### config.mk
export PLATFORM = sky130hd
export DESIGN_NAME = writeback_unit
export DESIGN_NICKNAME = d
export VERILOG_FILES = /design/src/rtl/writeback_unit_pkg.sv /design/src/rtl/wb_fifo.sv /design/src/rtl/writeback_unit.sv
export SDC_FILE = /design/constraint.sdc
export NUM_CORES = 1
export LEC_CHECK = 0
export CELL_PAD_IN_SITES_DETAIL_PLACEMENT = 1
export CELL_PAD_IN_SITES_GLOBAL_PLACEMENT = 1
export CORE_MARGIN = 3
export CORE_UTILIZATION = 37
export CTS_CLUSTER_SIZE = 20
export DETAILED_ROUTE_END_ITERATION = 8
export DONT_BUFFER_PORTS = 1
export PLACE_DENSITY_LB_ADDON = 0.3
export SLEW_MARGIN = 20
export SYNTH_ARGS = -nofsm -noshare
export SYNTH_HDL_FRONTEND = slang
export SYNTH_SLANG_ARGS = --single-unit
### constraint.sdc
create_clock -name clk -period 2.7 [get_ports clk]
set_input_delay 0.405 -clock clk [delete_from_list [all_inputs] [get_ports clk]]
set_output_delay 0.405 -clock clk [all_outputs]
set_load 0.05 [all_outputs]
### src/rtl/writeback_unit_pkg.sv
// ============================================================================
// writeback_unit_pkg: register geometry, write-back source enum, FIFO entry type
// Revision: 1.0
// ============================================================================
`default_nettype none

package writeback_unit_pkg;

  localparam int REG_ADDR_SIZE = 5;
  localparam int REG_SIZE      = 32;
  localparam int NUM_REGS      = 1 << REG_ADDR_SIZE;

  typedef enum logic [2:0] {
    WB_NONE,
    WB_FORCE_FIFO,
    WB_LSU,
    WB_FIFO,
    WB_ALU
  } wb_src_t;

  typedef struct packed {
    logic [REG_ADDR_SIZE-1:0] rd;
    logic [REG_SIZE-1:0]      data;
  } wb_entry_t;

endpackage

`default_nettype wire

### src/rtl/wb_fifo.sv
// ============================================================================
// wb_fifo: synchronous FIFO of pending ALU results {rd, data}
// Revision: 1.0
// ============================================================================
`default_nettype none

module wb_fifo
  import writeback_unit_pkg::*;
#(
  parameter int FIFO_DEPTH = 2
) (
  input  logic      clk,
  input  logic      rst_n,
  input  logic      push_i,
  input  wb_entry_t push_entry_i,
  input  logic      pop_i,
  output logic      full_o,
  output logic      empty_o,
  output wb_entry_t head_o
);

  localparam int AW = $clog2(FIFO_DEPTH);

  // The extra top pointer bit tells full from empty when the indices match.
  logic [AW:0] wr_ptr_q, wr_ptr_d;
  logic [AW:0] rd_ptr_q, rd_ptr_d;
  wb_entry_t   mem_q [FIFO_DEPTH];

  always_comb begin
    wr_ptr_d = wr_ptr_q;
    rd_ptr_d = rd_ptr_q;
    if (push_i) wr_ptr_d = wr_ptr_q + 1'b1;
    if (pop_i)  rd_ptr_d = rd_ptr_q + 1'b1;
  end

  always_ff @(posedge clk or negedge rst_n) begin
    if (!rst_n) begin
      wr_ptr_q <= '0;
      rd_ptr_q <= '0;
    end else begin
      wr_ptr_q <= wr_ptr_d;
      rd_ptr_q <= rd_ptr_d;
    end
  end

  always_ff @(posedge clk) begin
    if (push_i) mem_q[wr_ptr_q[AW-1:0]] <= push_entry_i;
  end

  assign full_o  = (wr_ptr_q[AW] != rd_ptr_q[AW]) &&
                   (wr_ptr_q[AW-1:0] == rd_ptr_q[AW-1:0]);
  assign empty_o = (wr_ptr_q == rd_ptr_q);
  assign head_o  = mem_q[rd_ptr_q[AW-1:0]];

endmodule

`default_nettype wire

### src/rtl/writeback_unit.sv
// ============================================================================
// writeback_unit: ALU/LSU write-port arbiter, starvation guard, pending scoreboard
// Revision: 1.0
// ============================================================================
`default_nettype none

module writeback_unit
  import writeback_unit_pkg::*;
#(
  parameter int FIFO_DEPTH   = 2,
  parameter int STARVE_LIMIT = 4
) (
  input  logic                     clk,
  input  logic                     rst_n,
  input  logic                     alu_valid,
  input  logic [REG_ADDR_SIZE-1:0] alu_rd,
  input  logic [REG_SIZE-1:0]      alu_data,
  output logic                     alu_ready,
  input  logic                     lsu_valid,
  input  logic [REG_ADDR_SIZE-1:0] lsu_rd,
  input  logic [REG_SIZE-1:0]      lsu_data,
  output logic                     lsu_ready,
  input  logic                     issue_valid,
  input  logic [REG_ADDR_SIZE-1:0] issue_rd,
  input  logic [REG_ADDR_SIZE-1:0] query_rs1,
  input  logic [REG_ADDR_SIZE-1:0] query_rs2,
  output logic                     rs1_busy,
  output logic                     rs2_busy,
  output logic                     rd_busy,
  output logic                     WriteEnable,
  output logic [REG_ADDR_SIZE-1:0] WriteReg,
  output logic [REG_SIZE-1:0]      WriteData
);

  localparam int SW = $clog2(STARVE_LIMIT + 1);

  logic                     fifo_full, fifo_empty, fifo_push, fifo_pop;
  wb_entry_t                fifo_head, alu_entry, win;
  wb_src_t                  src;
  logic                     force_fifo;
  logic [SW-1:0]            starve_q, starve_d;
  logic                     we_q, we_d;
  logic [REG_ADDR_SIZE-1:0] reg_q, reg_d;
  logic [REG_SIZE-1:0]      data_q, data_d;
  logic [NUM_REGS-1:0]      pending_q, pending_d;

  assign alu_entry = '{rd: alu_rd, data: alu_data};

  wb_fifo #(
    .FIFO_DEPTH(FIFO_DEPTH)
  ) u_fifo (
    .clk         (clk),
    .rst_n       (rst_n),
    .push_i      (fifo_push),
    .push_entry_i(alu_entry),
    .pop_i       (fifo_pop),
    .full_o      (fifo_full),
    .empty_o     (fifo_empty),
    .head_o      (fifo_head)
  );

  assign force_fifo = fifo_full && (starve_q == SW'(STARVE_LIMIT));
  assign alu_ready  = !fifo_full;
  assign lsu_ready  = !force_fifo;

  always_comb begin
    src = WB_NONE;
    win = fifo_head;
    if (force_fifo) begin
      src = WB_FORCE_FIFO;
    end else if (lsu_valid) begin
      src = WB_LSU;
      win = '{rd: lsu_rd, data: lsu_data};
    end else if (!fifo_empty) begin
      src = WB_FIFO;
    end else if (alu_valid) begin
      src = WB_ALU;
      win = alu_entry;
    end
  end

  assign fifo_pop  = (src == WB_FORCE_FIFO) || (src == WB_FIFO);
  assign fifo_push = alu_valid && !fifo_full && (src != WB_ALU);

  always_comb begin
    starve_d = starve_q;
    if (fifo_pop || !fifo_full) begin
      starve_d = '0;
    end else if ((src == WB_LSU) && (starve_q != SW'(STARVE_LIMIT))) begin
      starve_d = starve_q + 1'b1;
    end
  end

  // Consumed x0 results still move the address/data registers; only the enable drops.
  always_comb begin
    we_d   = 1'b0;
    reg_d  = reg_q;
    data_d = data_q;
    if (src != WB_NONE) begin
      we_d   = (win.rd != '0);
      reg_d  = win.rd;
      data_d = win.data;
    end
  end

  // Set is applied after clear so a same-cycle re-issue keeps the register busy.
  always_comb begin
    pending_d = pending_q;
    if (we_q) pending_d[reg_q] = 1'b0;
    if (issue_valid && (issue_rd != '0)) pending_d[issue_rd] = 1'b1;
    pending_d[0] = 1'b0;
  end

  always_ff @(posedge clk or negedge rst_n) begin
    if (!rst_n) begin
      starve_q  <= '0;
      we_q      <= 1'b0;
      reg_q     <= '0;
      data_q    <= '0;
      pending_q <= '0;
    end else begin
      starve_q  <= starve_d;
      we_q      <= we_d;
      reg_q     <= reg_d;
      data_q    <= data_d;
      pending_q <= pending_d;
    end
  end

  assign rs1_busy    = pending_q[query_rs1];
  assign rs2_busy    = pending_q[query_rs2];
  assign rd_busy     = pending_q[issue_rd];
  assign WriteEnable = we_q;
  assign WriteReg    = reg_q;
  assign WriteData   = data_q;

endmodule

`default_nettype wire

==> reports/results.txt, run 1 <==
Setup repair after global routing left no endpoint under its margin. The routed design uses 1610 um of met3 wire. Of the total power, the share spent switching nets is 43.3%. For the post-cts gate resize count, the log shows 0.

Measured along the y axis, the die boundary spans 148 um. Across the run, the number of max-cap violations was 0. Cells fill 42.4% of the core in the end. The area of the core region is 0.0197 mm2, and the maximum fanout encountered on the critical timing path is 4.

Clock-pin slew was measured on the worst setup and hold paths at 0.08 ns. In this run the worst hold path is classified as in -> reg. Wire segments on met2 add up to 9900 um in the final route. Summed over all layers, the global routing overflow is 0.

Synthesis produced 572 cells. The finished cells cover 0.00837 mm2. The clock period could shrink to 2.63 ns. Total power density per cell area: 1290 mW/mm2.

The count of input and output buffers came out at 0. The kind of critical path was reg -> out. The run gives 5534 as the number of global-route vias before repair.

The die covers 0.0220 mm2. The tools report the kind of end point of the critical path as an output pin. The worst-margin pin slew came out at 0.995 ns. The leading cell type in the layout, fill and taps excluded is dfrtp_1. In the routed design, unresolved DRC markers number 0. The run gives 0 as the max-slew violation count. Met1 wire length: 7970 um. Static timing analysis puts the maximum clock frequency at 381 MHz. The worst register-to-register path has a setup slack of 0.44 ns. Across the routed clock network, the largest skew measured is 0.0129 ns. The logs give 4981 for the number of vias after detailed routing and 0 ns for the final total negative setup slack. The final HPWL from detailed placement is 13500 um, and the depth of the CTS H-tree is 4.

The count of final setup violators was 0. Dividing the detail-routed via count by the number of cells gives 5.92. Clock tree synthesis selected as its root buffer the cell clkbuf_16.

The row count was 51. The clock network accounts for 21.9% of the total power. Wires add up to 19800 um. For the worst slew margin relative to its limit, the log shows 33.7%. The average footprint of a synthesized cell came out at 13.1 um2. The library cells used most frequently in the layout, excluding fill and tap cells, are dfrtp_1, edfxtp_1, o21ai_0. The worst setup margin is 0.0743 ns, and the internal power consumption is 6.10 mW. The tools report the number of filler instances in the final layout as 2001. The wire length of the first global-routing pass was 31400 um; the sequential cell area fraction in the yosys report was 55.0%.

In this run the top signal layer used is met4. The maximum count of clock buffers along a single path came out at 2. The latest clock arrival within the worst-skew pair came out at 0.42 ns. The layout-stage area growth over the synthesis result was 11.6%; the data arrival at the endpoint of the critical path was 2.22 ns. The ratio of cells with drive above 1 in the final layout was 22.5%.

The tools report the category of the worst setup path launch point as a flop. edfxtp_1 takes more of the synthesized area than any other cell. For the initial antenna violation count, the log shows 0.

Sequential cells burn 46.0% of the power. The worst hold-check slack was 0.0710 ns. The antenna diode count came out at 0. The number of iterations in the first detailed-routing pass is 4, and the maximum number of pins on one net before global-route repair is 77. The analysis attributes to cell leakage a power of 3.23 nW. Once placement finished, the instance area stood at 0.00773 mm2.

The final routed wire length divided by cell count is 23.5 um. The netlist uses 50 different library cells. The tools report the effective utilization at floorplan as 38.0%.

For the worst setup path, the data required time is 2.30 ns. The share of the synthesized area in the top cell type came out at 29.6%. After synthesis the netlist holds a flip-flop and latch count of 150. By area the synthesized netlist is led by edfxtp_1, dfrtp_1, mux4_2.

From left edge to right edge, the die measures 148 um. The tools report the I/O pin total as 137. For this block, the initial DRC count from the detailed router was 278.

The run gives 0 as the number of nets with antenna violations after routing. Total count of hold-check failures in the final report: 0. Across every metal layer, demand over resource in global routing totals 18.4%. The synthesized netlist net count was 668; the combinational share of power was 32.1%. The worst supply voltage drop on vdd is 596 uV, and the final period utilization is 97.2%. The number of nets in the layout was 660; the number of buffers added by the clock tree synthesis step was 17. Before CTS, the worst setup slack after placement is 0.406 ns. TritonCTS built the clock tree. The total clock sinks is 150.

For this run, the number of Yosys warnings is 0. The combined area of all synthesized cells is 0.00750 mm2, and the post-CTS repair timing setup buffer count is 0. The flow ran to the end, and the final reports show no timing, DRC or antenna violations. The switching power of the nets was 4.65 mW; the placer congestion estimate was 0.862.
[path summary, 6_finish.rpt]
kind / startpoint / endpoint / cells after the start
setup reg to reg: u_fifo.wr_ptr_q[0] / WriteEnable / 6
min in group asynchronous: rst_n / WriteReg[0] / 2
max in group asynchronous: rst_n / u_fifo.rd_ptr_q[0] / 2
hold reg to reg: starve_q[0] / starve_q[0] / 1
hold / removal: alu_data[25] / u_fifo.mem_q[0][25] / 0
setup / recovery: pending_q[22] / rs1_busy / 3
[through the flow]
stage	total power, mW	std cells
detailed placement	8.44	808
floorplan	7.53	572
global route	11.4	842
CTS	10.9	842
global placement	8.24	808
finish	10.8	842
[flip-flops by register name, indices dropped and copies added (netlist names)]
register / count
u_fifo.mem_q: 74
u_fifo.wr_ptr_q: 2
pending_q: 31
starve_q: 3
WriteReg: 5
u_fifo.rd_ptr_q: 2
WriteEnable: 1
WriteData: 32
[layout make-up]
cell class	instances	area (um2)	area share [%]
tap	265	332	3.96
clock inverter	15	175	2.09
sequential	150	4130	49.3
timing repair buffer	16	180	2.15
multi-input combinational	369	3090	37.0
clock buffer	17	425	5.08
inverter	10	37.5	0.449
[cells in the mapped netlist (all sizes together)]
master / count
a41oi: 2
nand3: 8
a21o: 33
nor2b: 4
or2: 1
a211oi: 32
xor2: 3
o21a: 1
a22oi: 1
a21oi: 5
or3: 3
o22ai: 34
mux2i: 35
nor2: 8
a31oi: 4
mux2: 42
nor4b: 1
xnor2: 4
o211ai: 1
or3b: 2
a31o: 1
o2bb2ai: 1
a2bb2oi: 1
nand2: 22
and3: 2
o22a: 1
edfxtp: 74
nor3: 5
o21ai: 71
buf: 22
clkbuf: 21
or4b: 1
o31ai: 1
dfrtp: 76
nand3b: 8
inv: 10
and2: 1
o2111ai: 1
o41ai: 1
mux4: 25
ha: 2
o32a: 1
[routing by layer]
| layer | global-route usage, % | vias to the layer above |
|---|---|---|
| li1 | - | 2226 |
| met1 | 22.9 | 2567 |
| met2 | 30.5 | 161 |
| met3 | 6.43 | 27 |
| met4 | 5.54 | 0 |
| met5 | 0 | - |
[cell families after synthesis]
kind of cell    synth area share (%)
compound gates                  16.5
fa+ha+maj                      0.334
xor+xnor                       0.918
simple gates                    4.71
flops                           55.0
buf+inv                         4.04
mux                             18.5
[power by group through the flow]
stage                     Sequential (mW)  Combinational [mW]  Clock (mW)
after floorplan                      4.76                2.76           0
final                                4.95                3.45        2.36
after detailed placement             5.00                3.44           0
after global routing                 5.05                3.79        2.54
after CTS                            4.96                3.49        2.42
after global placement               4.94                3.30           0
[what timing repair did]
action                                  CTS  global route
endpoints found under the setup margin    0             0
endpoints found under the hold margin    76             0
hold buffers                              2             0
[worst max-delay path, stage by stage, from the launching register on]
cell and delay [ns]:
dfrtp_1 0.42, mux4_2 0.48, mux4_2 0.48, mux2_2 0.41
Power figures use the tool's default switching activity.
==> run 2: changes to the inputs <==
--- a/config.mk
+++ b/config.mk
@@ -7,8 +7,10 @@
 export LEC_CHECK = 0
 export CELL_PAD_IN_SITES_DETAIL_PLACEMENT = 1
 export CELL_PAD_IN_SITES_GLOBAL_PLACEMENT = 1
+export CORE_ASPECT_RATIO = 0.5
 export CORE_MARGIN = 3
 export CORE_UTILIZATION = 37
+export CTS_CLUSTER_DIAMETER = 100
 export CTS_CLUSTER_SIZE = 20
 export DETAILED_ROUTE_END_ITERATION = 8
 export DONT_BUFFER_PORTS = 1
==> run 2 against run 1 <==
  * Total power grew 0.32%
  * First-iteration DRC count grew 1.1%
  * Via count shrank 0.78%
  * Clock power is essentially flat
  * Critical path type unchanged
  * Die area grew 0.47%
  * Critical endpoint unchanged
  * Flip-flop and latch count is the same
  * Worst hold slack lost 0.0019 ns
  * Fmax shrank 0.82%
  * Wire length shrank 0.22%
  * Largest power group unchanged
==> reports/results.txt, run 2 (synthesis results as in run 1) <==
Hold timing on the final database bottoms out at a slack of 0.0691 ns. The final critical delay including setup and external delays was 2.65 ns. The first global-routing pass estimated 31400 um of wire. The register clock-pin slew on the reported worst setup and hold paths is 0.07 ns.

The tools report the multi-input logic area as 0.00309 mm2. In this run the worst hold path is classified as in -> reg. The logs give 0.832 for the placer congestion estimate and 0.00413 mm2 for the sequential cell area. Once the floorplan was initialized, standard cells occupied 38.1% of the core. The worst slew margin relative to its limit is 45.8%. After floorplanning, the core was sized to cover 0.0197 mm2.

The number of vias after detailed routing is 4942, and the final total negative setup slack is 0 ns. The clock skew after layout was 0.00831 ns. STA classifies the critical path startpoint as a flop.

TritonCTS built the clock tree. The worst hold path terminates at u_fifo.mem_q[0][28]. Fill cells in the final layout number 2036. The wire-length estimate of the detail-placed layout is 13600 um. The routed design has 19800 um of wire. The run finished with clean final reports. The clock net in this run drives a total of 150 sinks. The cell with the largest stage delay on the worst path was mux4_2. The floorplan step defined a die boundary enclosing 0.0221 mm2. Using the TritonRoute via totals, the vias-per-cell ratio works out to 5.83. The largest incremental delay on the critical path was 0.49 ns.

The tools report the endpoint of the worst register-to-register path as WriteData[17]. The tools report the cell at the root of the clock tree as clkbuf_16. The most numerous cell type found on the critical path is mux4_2. In the final routed layout, each cell accounts on average for 23.3 um.

The number of global-route vias before repair was 5383. The worst-margin pin slew works out to 0.813 ns. The signal on the critical path passes through mux4_2 -> mux4_2 -> mux2_2. In this run the power density over the cells is 1290 mW/mm2. The internal reg-to-reg setup slack came out at 0.51 ns. The maximum fanout encountered on the critical timing path was 4; the die span in y was 107 um. The register with the most flip-flops in the layout has 74 of them. Final routed DRC violation total: 0. For the worst-skew pair, the clock arrives at the later sink with an insertion delay of 0.43 ns.

During I/O placement, the number of pins put on the boundary was 137. For the post-CTS repair timing setup buffer count, the log shows 0. The row count is 36, and the starting DRC count in detailed routing is 281.

Measured in cells, the most critical reg-to-reg path has a length of 7. The total track usage was 18.3%. Leaving out fill and tap cells, the most frequent cells in the layout are dfrtp_1, edfxtp_1, o21ai_0. The run gives 2.24 ns as the data arrival at the endpoint of the critical path. The max-slew violation count was 0. The horizontal die dimension is 207 um, and the antenna diode count is 0.

The maximum number of pins on one net before global-route repair was 77; the ratio of cells with drive above 1 in the final layout was 23.2%. Setup violations remaining at the end of the flow were counted as 0. For this run, the top clock speed supported by timing is 378 MHz. The total count of hold-check failures in the final report is 0. Setup repair after global routing left no endpoint under its margin.

The startpoint identified for the worst register-to-register timing path is u_fifo.wr_ptr_q[0]. Leaving out fill and tap cells, the most frequent cell in the layout is dfrtp_1. Once the clock tree was built, the resizer swapped 0 gates to a different size. The kind of end point of the critical path was an output pin.

Counting along the longest clock path gives a buffer depth of 2. The worst hold path cell count works out to 0. The data required time at the worst endpoint is 2.30 ns.

Depth of the CTS H-tree: 4. The logs give 4 for the number of iterations in the first detailed-routing pass and 17 for the number of buffers added by the clock tree synthesis step. Max-cap violations in this run came to 0. Compared with the post-synthesis result, the final layout area differs by 11.5%.

Across the VDD grid, the largest voltage drop is 465 uV. The critical path in this run is classified as reg -> out. In this run the most critical hold path is launched from alu_data[28]. Summed over all layers, the global routing overflow is 0.

In the final design database the tool counted 665 nets. The final period utilization works out to 98.0%. The initial antenna violation count is 0, and the count of input and output buffers is 0.

The count of nets left with antenna violations once routing finished came out at 0. In this run the static leakage power is 3.23 nW.
-- run 2: layer usage --
| layer | global-route usage (%) | routed length (um) | up-vias |
|---|---|---|---|
| li1 | - | - | 2230 |
| met1 | 22.8 | 8700 | 2574 |
| met2 | 30.7 | 9710 | 121 |
| met3 | 6.37 | 1120 | 17 |
| met4 | 4.84 | 218 | 0 |
| met5 | 0 | 0 | - |
-- run 2: worst max path at each step --
stage	slack, ns	startpoint	cells past startpoint	endpoint
floorplan	0.1	issue_rd[0]	5	rd_busy
global placement	0.55	query_rs1[1]	3	rs1_busy
detailed placement	0.51	pending_q[11]	3	rs1_busy
CTS	0.04	pending_q[11]	3	rs1_busy
global route	0.01	pending_q[11]	3	rs1_busy
finish	0.05	pending_q[11]	3	rs1_busy
-- run 2: cell type report --
type                       count  share of cell area (%)
sequential                   150                    49.3
multi-input combinational    369                    37.0
clock buffer                  17                    5.09
tap                          266                    3.98
timing repair buffer          21                    2.16
clock inverter                15                    2.01
inverter                      10                   0.449
-- run 2: metrics by stage --
stage | instance area, um2 | util, % | std cells | power [mW] | worst slack (ns)
global placement | 7730 | 39.3 | 814 | 8.28 | 0.549
detailed placement | 7730 | 39.3 | 814 | 8.43 | 0.512
global route | 8360 | 42.5 | 848 | 11.4 | 0.0100
finish | 8360 | 42.5 | 848 | 10.8 | 0.0527
CTS | 8360 | 42.5 | 848 | 10.9 | 0.0365
floorplan | 7500 | - | 572 | 7.53 | 0.0989
-- run 2: where the power goes --
part / switching, mW / leakage (nW) / internal, mW
clock network: 1.01 / 0.279 / 1.38
logic: 1.89 / 1.38 / 1.52
registers: 1.66 / 1.57 / 3.32
total: 4.56 / 3.23 / 6.22
-- run 2: what timing repair did --
action / in CTS / in global routing
endpoints found under the setup margin: 0 / 0
hold endpoints to repair: 76 / 0
hold buffers: 2 / 0
-- run 2: worst max-delay path, delay by kind of cell (launching register included) --
| kind | cells | cell delay (ns) |
|---|---|---|
| flip-flops | 1 | 0.43 |
| multiplexers | 3 | 1.39 |
==> run 3: changes to the inputs <==
--- a/config.mk
+++ b/config.mk
@@ -8,7 +8,7 @@
 export CELL_PAD_IN_SITES_DETAIL_PLACEMENT = 1
 export CELL_PAD_IN_SITES_GLOBAL_PLACEMENT = 1
 export CORE_ASPECT_RATIO = 0.5
-export CORE_MARGIN = 3
+export CORE_MARGIN = 5
 export CORE_UTILIZATION = 37
 export CTS_CLUSTER_DIAMETER = 100
 export CTS_CLUSTER_SIZE = 20
==> run 3 against run 2 <==
  * First-iteration DRC count shrank 32%
  * Sequential power shrank 1%
  * Final cell count shrank 0.12%
  * Worst hold slack lost 0.0088 ns
  * Count of clock-buffer cells in the layout is the same
  * Setup slack gained 0.026 ns
  * Sequential share of layout area is essentially flat
  * Combinational power is essentially flat
  * Via count shrank 0.20%
  * Global-route usage shrank 0.53 points
  * Non-clock buffer count shrank 1
  * Die area grew 5.8%
  * Critical endpoint is now rs2_busy
  * Largest cell class unchanged
  * Largest power group unchanged
  * Highest routed layer unchanged
==> reports/results.txt, run 3 (synthesis results as in run 1) <==
The tools report the antenna diode count as 0. The total power density per cell area was 1290 mW/mm2. Clock skew after layout: 0.00967 ns.

Dividing the detail-routed via count by the number of cells gives 5.82. At the end of the flow, the number of nets in the layout was 664. The run gives 5422 as the number of global-route vias before repair. The tools report the worst reg2reg path startpoint as u_fifo.wr_ptr_q[0]. Setup slack closes at 0.0782 ns. After the first detailed-routing iteration, the DRC count stood at 192. The total track usage came out at 17.8%. The worst hold path begins at alu_data[1].

The number of iterations in the first detailed-routing pass was 4; the flip-flop count of the largest register after layout was 74. Cell at the root of the clock tree: clkbuf_16. Number of nets with antenna violations after routing: 0.

Along the worst path, the maximum fanout reaches 4. Setup repair after global routing left no endpoint under its margin. The analysis attributes to net switching a power of 4.57 mW.

Timing analysis after detailed placement gives a worst setup slack of 0.384 ns. For the multi-input logic area, the log shows 0.00309 mm2. The maximum number of pins on one net before global-route repair was 77. Worst min-delay path class: in -> reg. The count of input and output buffers is 0, and the register clock-pin slew on the reported worst setup and hold paths is 0.07 ns. The wire-length estimate of the detail-placed layout is 14000 um. Dividing the detail-routed wire length by the instance count gives 24.0 um. TritonCTS built the clock tree.

Timing would allow up to 381 MHz. Measured on the finished design, the core utilization comes to 42.5%. Endpoint of the worst register-to-register path: WriteData[2]. The number of cells on the worst reg-to-reg path is 6. For the internal power consumption, the log shows 6.23 mW. The total detailed-routing wirelength was 20300 um. After routing, the total negative slack on setup checks comes to 0 ns. Data required time at the worst endpoint: 2.30 ns.

For hold timing, the worst endpoint is u_fifo.mem_q[0][1]. The later pin in the worst-skew pair is clocked with a latency of 0.44 ns. Initial antenna violation count: 0. Final critical delay including setup and external delays: 2.62 ns. The tools report the max-slew violation count as 0. The first global-routing pass estimated 32400 um of wire.

The ratio of cells with drive above 1 in the final layout was 23.1%; the row count was 36. The internal reg-to-reg setup slack was 0.37 ns. For this run the aggregate overflow at the end of global routing stands at 0. The worst slew margin relative to its limit was 49.0%; the number of buffers added by the clock tree synthesis step was 17.

137 I/O pins were placed. The die is 111 um tall. VDD sags by at most 566 uV. Hold timing on the final database bottoms out at a slack of 0.0603 ns.

The startpoint of the worst setup timing path was pending_q[14]. The worst setup path is captured at an output pin. The horizontal die dimension came out at 211 um. Setup violations remaining at the end of the flow were counted as 0. The area growth from synthesis to layout is 11.6%. The H-tree was split into 4 levels. The effective utilization at floorplan was 38.1%; the number of filler instances in the final layout was 2039. The library cells used most frequently in the layout, excluding fill and tap cells, are dfrtp_1, edfxtp_1, o21ai_0.

The critical path is of the reg -> out type. Registers are responsible for 45.7% of the overall power. The clock net in this run drives a total of 150 sinks. The combinational share of power was 31.8%.

Data on the critical path arrives at its endpoint at 2.22 ns. Summed over all cells, the static leakage comes to 3.24 nW. The total count of hold-check failures in the final report was 0. The final period utilization came out at 97.1%. Buffers added to address setup during post-CTS repair amount to 0. The library cell used most frequently in the layout, excluding fill and tap cells, is dfrtp_1.

The placer congestion estimate was 0.790. The tools report the final routed DRC violation total as 0. The logs give 0.0234 mm2 for the area enclosed by the die boundary and 0 for the max-cap check violation count.

Detailed routing inserted a total of 4932 vias. The overall power is 10.8 mW. The switching power as a share of total power is 42.3%.

The worst setup path is launched from a flop. The worst hold path cell count was 0. The tools report the area of the core region as 0.0197 mm2.

For the pin with the worst max-slew slack, the measured transition is 0.765 ns. Clock power share: 22.5%. The flow ran to the end, and the final reports show no timing, DRC or antenna violations. The clock passes through at most 2 buffers. Sequential cell area: 0.00413 mm2.
[run 3: cell types whose count changed in the layout (fill, tap and decap cells not counted)]
cell,before,now
clkinv_2,1,2
clkinv_4,3,2
buf_4,19,17
clkinvlp_4,4,3
inv_8,1,2
buf_12,0,1
[run 3: worst max path at each step]
stage | endpoint | cells after the start
final | rs2_busy | 3
after floorplan | rd_busy | 5
after global placement | WriteData[10] | 6
after global routing | rs1_busy | 3
after CTS | rs2_busy | 3
after detailed placement | WriteData[2] | 6
[run 3: what timing repair did]
action,in CTS,in global routing
hold buffers,2,0
hold endpoints to repair,76,0
gates resized for setup,0,0
[run 3: area by class of cell]
| cell class | instances | area share, % |
|---|---|---|
| clock inverters | 15 | 2.00 |
| well taps | 266 | 3.98 |
| clock buffers | 17 | 5.09 |
| flip-flops and latches | 150 | 49.3 |
| inverters | 10 | 0.449 |
| multi-input cells | 369 | 37.0 |
| repair buffers | 20 | 2.21 |
[run 3: worst max-delay path, cell delays in order, from the launching register on]
cell and delay (ns):
dfrtp_1 0.42, mux4_2 0.47, mux4_2 0.49, mux2_2 0.40
[run 3: power by group through the flow]
stage	Combinational [mW]	Sequential [mW]	Clock [mW]
global route	3.77	5.05	2.60
CTS	3.49	4.95	2.49
global placement	3.33	4.94	0
floorplan	2.76	4.76	0
finish	3.44	4.93	2.43
detailed placement	3.43	5.00	0
[run 3: per-stage QoR]
stage / cells / cell area [um2]
finish: 847 / 8370
global route: 847 / 8370
CTS: 847 / 8370
global placement: 813 / 7730
detailed placement: 813 / 7730
floorplan: 572 / 7500
[run 3: metal layers]
| layer | global-route usage [%] | part of all wire (%) | up-vias |
|---|---|---|---|
| li1 | - | - | 2231 |
| met1 | 22.2 | 42 | 2563 |
| met2 | 29.7 | 50 | 115 |
| met3 | 5.09 | 6.2 | 23 |
| met4 | 6.00 | 1.5 | 0 |
| met5 | 0 | 0 | - |
